$ cat config.mk
export PLATFORM = sky130hd
export DESIGN_NAME = pipe_control_unit
export DESIGN_NICKNAME = d
export VERILOG_FILES = /design/src/rtl/pipe_control_unit.sv
export SDC_FILE = /design/constraint.sdc
export NUM_CORES = 1
export LEC_CHECK = 0
export ABC_AREA = 1
export CAP_MARGIN = 20
export CORE_ASPECT_RATIO = 1.75
export CORE_MARGIN = 2
export CORE_UTILIZATION = 48
export CTS_CLUSTER_SIZE = 30
export DETAILED_ROUTE_END_ITERATION = 8
export DONT_BUFFER_PORTS = 1
export PLACE_DENSITY = 0.69
export SETUP_SLACK_MARGIN = 0.15
export SYNTH_ARGS = -nofsm -noshare
export SYNTH_HDL_FRONTEND = slang
export SYNTH_SLANG_ARGS = --single-unit
$ cat constraint.sdc
create_clock -name clk -period 1.3 [get_ports clk]
set_input_delay 0.26 -clock clk [delete_from_list [all_inputs] [get_ports clk]]
set_output_delay 0.26 -clock clk [all_outputs]
set_load 0.01 [all_outputs]
$ cat src/rtl/pipe_control_unit.sv
// Pipelined ARM-subset control unit: decodes in D and carries control through E, M and W; owns the NZCV flags.
// Latency: decode is combinational in D; D->E, E->M and M->W are one edge each, and the flags update on the edge that retires E.
// Backpressure: none. No stall; FlushE loads a bubble into E, and M/W are free-running registers.
//
// Ports: CondD/OpD/FunctD/RdD are instruction fields in D. ALUFlagsE is NZCV from the ALU for the instruction in E.
//        RegSrcD/ImmSrcD are combinational decode. *E outputs come from the E register. *M/*W outputs come from later stages.
// Optional feature: define CTRL_BL_EN to decode BL (link write) and add the WriteLinkW output.
module pipe_control_unit #(
    parameter int ALUCTRL_W = 3,
    parameter bit USE_S_BIT = 1'b1
) (
    input  logic                 clk,
    input  logic                 rst_n,
    input  logic [3:0]           CondD,
    input  logic [1:0]           OpD,
    input  logic [5:0]           FunctD,
    input  logic [3:0]           RdD,
    input  logic [3:0]           ALUFlagsE,
    input  logic                 FlushE,
    output logic [1:0]           RegSrcD,
    output logic [1:0]           ImmSrcD,
    output logic [ALUCTRL_W-1:0] ALUControlE,
    output logic                 ALUSrcE,
    output logic                 PCSrcE,
    output logic [3:0]           FlagsQ,
    output logic                 RegWriteM,
    output logic                 MemWriteM,
    output logic                 MemtoRegM,
    output logic                 RegWriteW,
    output logic                 MemtoRegW,
    output logic                 PCSrcW
`ifdef CTRL_BL_EN
    ,
    output logic                 WriteLinkW
`endif
);

    typedef struct packed {
        logic [3:0]           cond;
        logic [ALUCTRL_W-1:0] alu_ctrl;
        logic                 alu_src;
        logic                 reg_write;
        logic                 mem_write;
        logic                 mem_to_reg;
        logic                 branch;
        logic                 flags_write;
        logic                 pcs;
    } e_ctrl_t;

    typedef struct packed {
        logic reg_write;
        logic mem_write;
        logic mem_to_reg;
        logic pcs;
    } m_ctrl_t;

    // A bubble never executes: all enables clear and cond = never.
    localparam e_ctrl_t E_BUBBLE = '{cond: 4'hF, default: '0};

    // ---------------- Decode (D) ----------------
    logic [2:0] alu3_d;
    logic       alu_src_d, reg_write_d, mem_write_d, mem_to_reg_d, branch_d, flags_write_d, pcs_d;
`ifdef CTRL_BL_EN
    logic       write_link_d;
`endif

    always_comb begin
        RegSrcD       = 2'b00;
        ImmSrcD       = 2'b00;
        alu3_d        = 3'b000;
        alu_src_d     = 1'b0;
        reg_write_d   = 1'b0;
        mem_write_d   = 1'b0;
        mem_to_reg_d  = 1'b0;
        branch_d      = 1'b0;
        flags_write_d = 1'b0;
`ifdef CTRL_BL_EN
        write_link_d  = 1'b0;
`endif
        case (OpD)
            2'b00: begin
                alu_src_d     = FunctD[5];
                reg_write_d   = 1'b1;
                flags_write_d = USE_S_BIT & FunctD[0];
                case (FunctD[4:1])
                    4'b0100: alu3_d = 3'b000;
                    4'b0010: alu3_d = 3'b001;
                    4'b0000: alu3_d = 3'b010;
                    4'b1100: alu3_d = 3'b011;
                    4'b1101: alu3_d = 3'b100;
                    4'b1010: begin
                        // CMP: subtract for flags only, independent of the S bit.
                        alu3_d        = 3'b001;
                        reg_write_d   = 1'b0;
                        flags_write_d = 1'b1;
                    end
                    default: begin
                        // Unsupported opcode: must not modify any architectural state.
                        alu3_d        = 3'b000;
                        reg_write_d   = 1'b0;
                        flags_write_d = 1'b0;
                    end
                endcase
            end
            2'b01: begin
                ImmSrcD   = 2'b01;
                alu_src_d = 1'b1;
                if (FunctD[0]) begin
                    mem_to_reg_d = 1'b1;
                    reg_write_d  = 1'b1;
                end else begin
                    RegSrcD     = 2'b10;
                    mem_write_d = 1'b1;
                end
            end
            2'b10: begin
                branch_d  = 1'b1;
                RegSrcD   = 2'b01;
                ImmSrcD   = 2'b10;
                alu_src_d = 1'b1;
`ifdef CTRL_BL_EN
                if (FunctD[4]) begin
                    reg_write_d  = 1'b1;
                    write_link_d = 1'b1;
                end
`endif
            end
            default: ;
        endcase
        // Branches write R15 through PCSrcE, so only non-branch writes to R15 count here.
        pcs_d = reg_write_d & (RdD == 4'd15) & ~branch_d;
    end

    // ---------------- E register ----------------
    e_ctrl_t e_d, e_q;
`ifdef CTRL_BL_EN
    logic write_link_e_d, write_link_e_q;
`endif

    always_comb begin
        e_d = E_BUBBLE;
        if (!FlushE) begin
            e_d.cond        = CondD;
            e_d.alu_ctrl    = ALUCTRL_W'(alu3_d);
            e_d.alu_src     = alu_src_d;
            e_d.reg_write   = reg_write_d;
            e_d.mem_write   = mem_write_d;
            e_d.mem_to_reg  = mem_to_reg_d;
            e_d.branch      = branch_d;
            e_d.flags_write = flags_write_d;
            e_d.pcs         = pcs_d;
        end
`ifdef CTRL_BL_EN
        write_link_e_d = write_link_d & ~FlushE;
`endif
    end

    // ---------------- Condition check (E) ----------------
    logic       cond_ex_e;
    logic       n_flag, z_flag, c_flag, v_flag;
    logic [3:0] flags_d, flags_q;

    assign {n_flag, z_flag, c_flag, v_flag} = flags_q;

    always_comb begin
        cond_ex_e = 1'b0;
        case (e_q.cond)
            4'b0000: cond_ex_e = z_flag;
            4'b0001: cond_ex_e = ~z_flag;
            4'b0010: cond_ex_e = c_flag;
            4'b0011: cond_ex_e = ~c_flag;
            4'b0100: cond_ex_e = n_flag;
            4'b0101: cond_ex_e = ~n_flag;
            4'b0110: cond_ex_e = v_flag;
            4'b0111: cond_ex_e = ~v_flag;
            4'b1000: cond_ex_e = c_flag & ~z_flag;
            4'b1001: cond_ex_e = ~c_flag | z_flag;
            4'b1010: cond_ex_e = (n_flag == v_flag);
            4'b1011: cond_ex_e = (n_flag != v_flag);
            4'b1100: cond_ex_e = ~z_flag & (n_flag == v_flag);
            4'b1101: cond_ex_e = z_flag | (n_flag != v_flag);
            4'b1110: cond_ex_e = 1'b1;
            default: cond_ex_e = 1'b0;
        endcase
        // The flag write of the instruction in E commits even when FlushE is high;
        // the flush only kills the instruction entering E.
        flags_d = (e_q.flags_write & cond_ex_e) ? ALUFlagsE : flags_q;
    end

    // ---------------- M and W registers ----------------
    // Writes are gated here so that nothing downstream of E holds an unexecuted write.
    // Branch/flag-write need no M copy: they are fully consumed in E.
    m_ctrl_t m_d, m_q;
    logic    reg_write_w_d, reg_write_w_q;
    logic    mem_to_reg_w_d, mem_to_reg_w_q;
    logic    pcs_w_d, pcs_w_q;
`ifdef CTRL_BL_EN
    logic    write_link_m_d, write_link_m_q, write_link_w_d, write_link_w_q;
`endif

    always_comb begin
        m_d.reg_write  = e_q.reg_write & cond_ex_e;
        m_d.mem_write  = e_q.mem_write & cond_ex_e;
        m_d.mem_to_reg = e_q.mem_to_reg;
        m_d.pcs        = e_q.pcs & cond_ex_e;
        reg_write_w_d  = m_q.reg_write;
        mem_to_reg_w_d = m_q.mem_to_reg;
        pcs_w_d        = m_q.pcs;
`ifdef CTRL_BL_EN
        write_link_m_d = write_link_e_q & cond_ex_e;
        write_link_w_d = write_link_m_q;
`endif
    end

    always_ff @(posedge clk or negedge rst_n) begin
        if (!rst_n) begin
            e_q            <= E_BUBBLE;
            flags_q        <= 4'b0000;
            m_q            <= '0;
            reg_write_w_q  <= 1'b0;
            mem_to_reg_w_q <= 1'b0;
            pcs_w_q        <= 1'b0;
        end else begin
            e_q            <= e_d;
            flags_q        <= flags_d;
            m_q            <= m_d;
            reg_write_w_q  <= reg_write_w_d;
            mem_to_reg_w_q <= mem_to_reg_w_d;
            pcs_w_q        <= pcs_w_d;
        end
    end

`ifdef CTRL_BL_EN
    always_ff @(posedge clk or negedge rst_n) begin
        if (!rst_n) begin
            write_link_e_q <= 1'b0;
            write_link_m_q <= 1'b0;
            write_link_w_q <= 1'b0;
        end else begin
            write_link_e_q <= write_link_e_d;
            write_link_m_q <= write_link_m_d;
            write_link_w_q <= write_link_w_d;
        end
    end
    assign WriteLinkW = write_link_w_q;
`endif

    assign ALUControlE = e_q.alu_ctrl;
    assign ALUSrcE     = e_q.alu_src;
    assign PCSrcE      = e_q.branch & cond_ex_e;
    assign FlagsQ      = flags_q;
    assign RegWriteM   = m_q.reg_write;
    assign MemWriteM   = m_q.mem_write;
    assign MemtoRegM   = m_q.mem_to_reg;
    assign RegWriteW   = reg_write_w_q;
    assign MemtoRegW   = mem_to_reg_w_q;
    assign PCSrcW      = pcs_w_q;

endmodule
==> flow_results.xml <==
<?xml version="1.0" encoding="UTF-8"?>
<metrics>
  <group name="cts">
    <metric name="clock_sink_count" unit="">25</metric>
    <metric name="cts.reportedPaths.clkPinSlew" unit="ns">0.09</metric>
    <metric name="clk_latency" unit="ns">0.27</metric>
    <metric name="clk_root_buffer_cell" unit="">sky130_fd_sc_hd__clkbuf_8</metric>
    <metric name="tritoncts" unit="">done</metric>
    <metric name="clock_path_buffers" unit="">2</metric>
    <metric name="clock_tree.htree_level_count" unit="">1</metric>
    <metric name="cts-buffers-inserted" unit="">3</metric>
  </group>
  <group name="critical_path">
    <metric name="max_stage_delay" unit="ns">0.58</metric>
    <metric name="critPathTopFamily" unit="">flip-flops</metric>
    <metric name="crit_path_cell_trace" unit="">buf_4, nor2_1, nand3_1, nand2_1, inv_1, nand2_2, nor2_4, a21boi_2</metric>
    <metric name="crit_type" unit="">reg2out</metric>
    <metric name="timing.critical_path.required" unit="ns">1.04</metric>
    <metric name="worstSetupEndpointType" unit="">output pin</metric>
    <metric name="critical_path_cell_with_the_highest_stage_delay" unit="">sky130_fd_sc_hd__dfstp_2</metric>
    <metric name="r2r_slack" unit="ns">-0.37</metric>
    <metric name="worst-path-max-fanout" unit="">3</metric>
    <metric name="data_arrival_time_of_the_worst_path" unit="ns">1.56</metric>
    <metric name="start_kind" unit="">flip-flop</metric>
    <metric name="timing.critical_path.buf_inv" unit="">2</metric>
  </group>
  <group name="final_layout">
    <metric name="finalNetCount" unit="">193</metric>
    <metric name="layout.cells.most_common_list" unit="">sky130_fd_sc_hd__nand2_1 (26), sky130_fd_sc_hd__dfrtp_1 (20), sky130_fd_sc_hd__inv_1 (16)</metric>
    <metric name="syn2layout_area_growth" unit="%">28.0</metric>
    <metric name="final_common_cell" unit="">sky130_fd_sc_hd__nand2_1</metric>
    <metric name="drive_above_1_share" unit="%">39.6</metric>
    <metric name="n_antenna_cell" unit="">0</metric>
  </group>
  <group name="synthesis">
    <metric name="synth.avg_cell_area" unit="um^2">8.84</metric>
    <metric name="netlist-cell-type-count" unit="">27</metric>
    <metric name="synthesized_instance_count" unit="">142</metric>
    <metric name="synth.yosys.warnings" unit="">0</metric>
    <metric name="yosysSeqAreaShare" unit="%">50.2</metric>
    <metric name="synth_fp_nets" unit="">170</metric>
    <metric name="yosys_register_bits" unit="">25</metric>
    <metric name="post_synth_instance_area" unit="mm^2">0.00125</metric>
  </group>
  <group name="sta">
    <metric name="timing.max_slew.rel_slack" unit="%">65.4</metric>
    <metric name="setup_repair_after_global_routing_missed_its_margin" unit="">true</metric>
    <metric name="max_fclk" unit="MHz">550</metric>
    <metric name="final.min_clock_period" unit="ns">1.82</metric>
    <metric name="worst_clock_skew" unit="ns">0.00736</metric>
    <metric name="hold_viol_final" unit="">0</metric>
    <metric name="worst-slew-pin-transition" unit="ns">0.517</metric>
    <metric name="fin_ws" unit="ns">-0.519</metric>
    <metric name="min_period_over_period" unit="%">140</metric>
    <metric name="drv_slew" unit="">0</metric>
    <metric name="setup_viol" unit="">10</metric>
  </group>
  <group name="floorplanning">
    <metric name="starting_density" unit="%">50.4</metric>
    <metric name="vert_die_dim" unit="um">71.6</metric>
    <metric name="floorplan.io_pins" unit="">42</metric>
    <metric name="floorplan.core_area" unit="mm^2">0.00249</metric>
    <metric name="die-area" unit="mm^2">0.00306</metric>
    <metric name="chipWidth" unit="um">42.7</metric>
    <metric name="placement_rows" unit="">24</metric>
  </group>
  <group name="status">
    <metric name="run_status" unit="">finished, violations left</metric>
    <metric name="failing_checks" unit="">negative setup slack</metric>
  </group>
  <group name="flow_run">
    <metric name="cap_violations" unit="">0</metric>
  </group>
  <group name="power_and_ir_drop">
    <metric name="power_leakage" unit="nW">0.835</metric>
    <metric name="power_per_cell_area" unit="mW/mm^2">1370</metric>
    <metric name="peakVddDrop" unit="mV">0.923</metric>
    <metric name="total_power" unit="mW">2.20</metric>
  </group>
  <group name="routing">
    <metric name="drt_drc_violations_left" unit="">0</metric>
    <metric name="overall_routed_net_length" unit="mm">2.47</metric>
    <metric name="dr_total_vias" unit="">1010</metric>
    <metric name="routed_wire_length_per_instance" unit="um">13.0</metric>
    <metric name="number_of_vias_per_cell" unit="">5.32</metric>
    <metric name="firstDrtPassIters" unit="">4</metric>
    <metric name="first_iter_violations" unit="">24</metric>
    <metric name="final_antenna_net_count" unit="">0</metric>
  </group>
  <group name="placed_design">
    <metric name="detailed_place_hpwl" unit="mm">1.83</metric>
    <metric name="port-buffer-count" unit="">0</metric>
    <metric name="final_weighted_congestion_in_routability_driven_placement" unit="">0.882</metric>
    <metric name="dpl_worst_slack" unit="ns">-0.236</metric>
  </group>
  <group name="global_routing">
    <metric name="globalRouteOverflowTotal" unit="">0</metric>
    <metric name="antenna_found_initial" unit="">0</metric>
    <metric name="pin_count_of_the_biggest_net_entering_global_routing" unit="">26</metric>
    <metric name="first_pass_grt_wire_length" unit="mm">4.09</metric>
    <metric name="grt_pass1_vias" unit="">1035</metric>
    <metric name="grt.total_usage" unit="%">17.4</metric>
  </group>
  <group name="hold_path">
    <metric name="hold_class" unit="">in2reg</metric>
  </group>
</metrics>
[synthesized netlist by cell type]
cell | number | share of area (%)
sky130_fd_sc_hd__a21boi_0 | 4 | 2.4
sky130_fd_sc_hd__a21oi_1 | 2 | 0.80
sky130_fd_sc_hd__and3_1 | 1 | 0.50
sky130_fd_sc_hd__buf_4 | 4 | 2.4
sky130_fd_sc_hd__clkbuf_1 | 1 | 0.30
sky130_fd_sc_hd__dfrtp_1 | 21 | 42
sky130_fd_sc_hd__dfstp_2 | 4 | 8.4
sky130_fd_sc_hd__ha_1 | 5 | 5.0
sky130_fd_sc_hd__inv_1 | 21 | 6.3
sky130_fd_sc_hd__nand2_1 | 34 | 10
sky130_fd_sc_hd__nand2_2 | 2 | 1.0
sky130_fd_sc_hd__nand2_4 | 2 | 1.8
sky130_fd_sc_hd__nand3_1 | 9 | 3.6
sky130_fd_sc_hd__nand3b_1 | 2 | 1.2
sky130_fd_sc_hd__nand4_1 | 1 | 0.50
sky130_fd_sc_hd__nor2_1 | 10 | 3.0
sky130_fd_sc_hd__nor2_4 | 1 | 0.90
sky130_fd_sc_hd__nor2_8 | 1 | 1.6
sky130_fd_sc_hd__nor3_1 | 4 | 1.6
sky130_fd_sc_hd__nor4_1 | 2 | 1.0
sky130_fd_sc_hd__o211ai_1 | 1 | 0.60
sky130_fd_sc_hd__o21ai_0 | 2 | 0.80
sky130_fd_sc_hd__o22ai_1 | 1 | 0.50
sky130_fd_sc_hd__o32ai_1 | 1 | 0.70
sky130_fd_sc_hd__or2_2 | 4 | 2.0
sky130_fd_sc_hd__or3_1 | 1 | 0.50
sky130_fd_sc_hd__xor2_1 | 1 | 0.70
[through the flow]
stage	area [um^2]	util, %	hold WS, ns	cells	setup TNS, ns
finish	1610	64.5	0.0393	190	-2.92
global route	1610	64.5	0.0232	190	-3.68
CTS	1480	59.4	0.0327	182	-2.95
detailed placement	1340	53.7	-0.0352	173	-1.47
global placement	1340	53.7	-0.0351	173	-1.25
floorplan	1260	-	-0.0356	142	-0.392
[worst paths after layout]
path	from	endpoint	depth (start not counted)
setup / recovery	e_q[13]	PCSrcE	8
hold / removal	FlushE	e_q[5]	1
setup reg to reg	e_q[13]	FlagsQ[2]	11
hold reg to reg	e_q[3]	MemtoRegM	0
max in group asynchronous	rst_n	e_q[12]	2
min in group asynchronous	rst_n	ALUControlE[0]	1
[where the power goes]
group	switching, mW	internal (mW)
combinational	0.378	0.418
sequential	0.0843	0.855
clock	0.245	0.224
total	0.707	1.50
[sequential cells by signal, indices dropped and copies added, names as in the netlist]
name         cells
ALUSrcE          1
pcs_w_d          1
PCSrcW           1
MemtoRegW        1
RegWriteW        1
e_q             10
RegWriteM        1
ALUControlE      3
MemtoRegM        1
FlagsQ           4
MemWriteM        1
[layer usage]
| layer | track usage (%) | vias to the layer above | part of all wire [%] | routed length (um) |
|---|---|---|---|---|
| li1 | - | 487 | - | - |
| met1 | 18.2 | 470 | 34 | 838 |
| met2 | 30.8 | 45 | 57 | 1410 |
| met3 | 3.02 | 8 | 6.1 | 150 |
| met4 | 11.1 | 0 | 2.8 | 69 |
| met5 | 0 | - | 0 | 0 |
[repair_timing]
action	in CTS	in global routing
setup buffers	4	7
resized for setup	20	18
hold buffers	1	0
pin swaps	11	8
endpoints found under the hold margin	25	0
setup endpoints to repair	11	11
[kinds of logic after synthesis]
family          count (synthesis)  synth area share, %
fa+ha+maj                       5                 4.99
buf+inv                        26                 8.97
simple gates                   74                 29.3
flops                          25                 50.2
compound gates                 11                 5.78
xor+xnor                        1                0.698
[cell type report]
cell class	count	area (um^2)
clock buffers	3	41.3
flip-flops and latches	25	632
fillers	196	886
inverters	21	81.3
clock inverters	1	8.76
well taps	26	32.5
multi-input cells	91	602
repair buffers	23	209
Note: power is estimated with default switching activity, not from simulation.
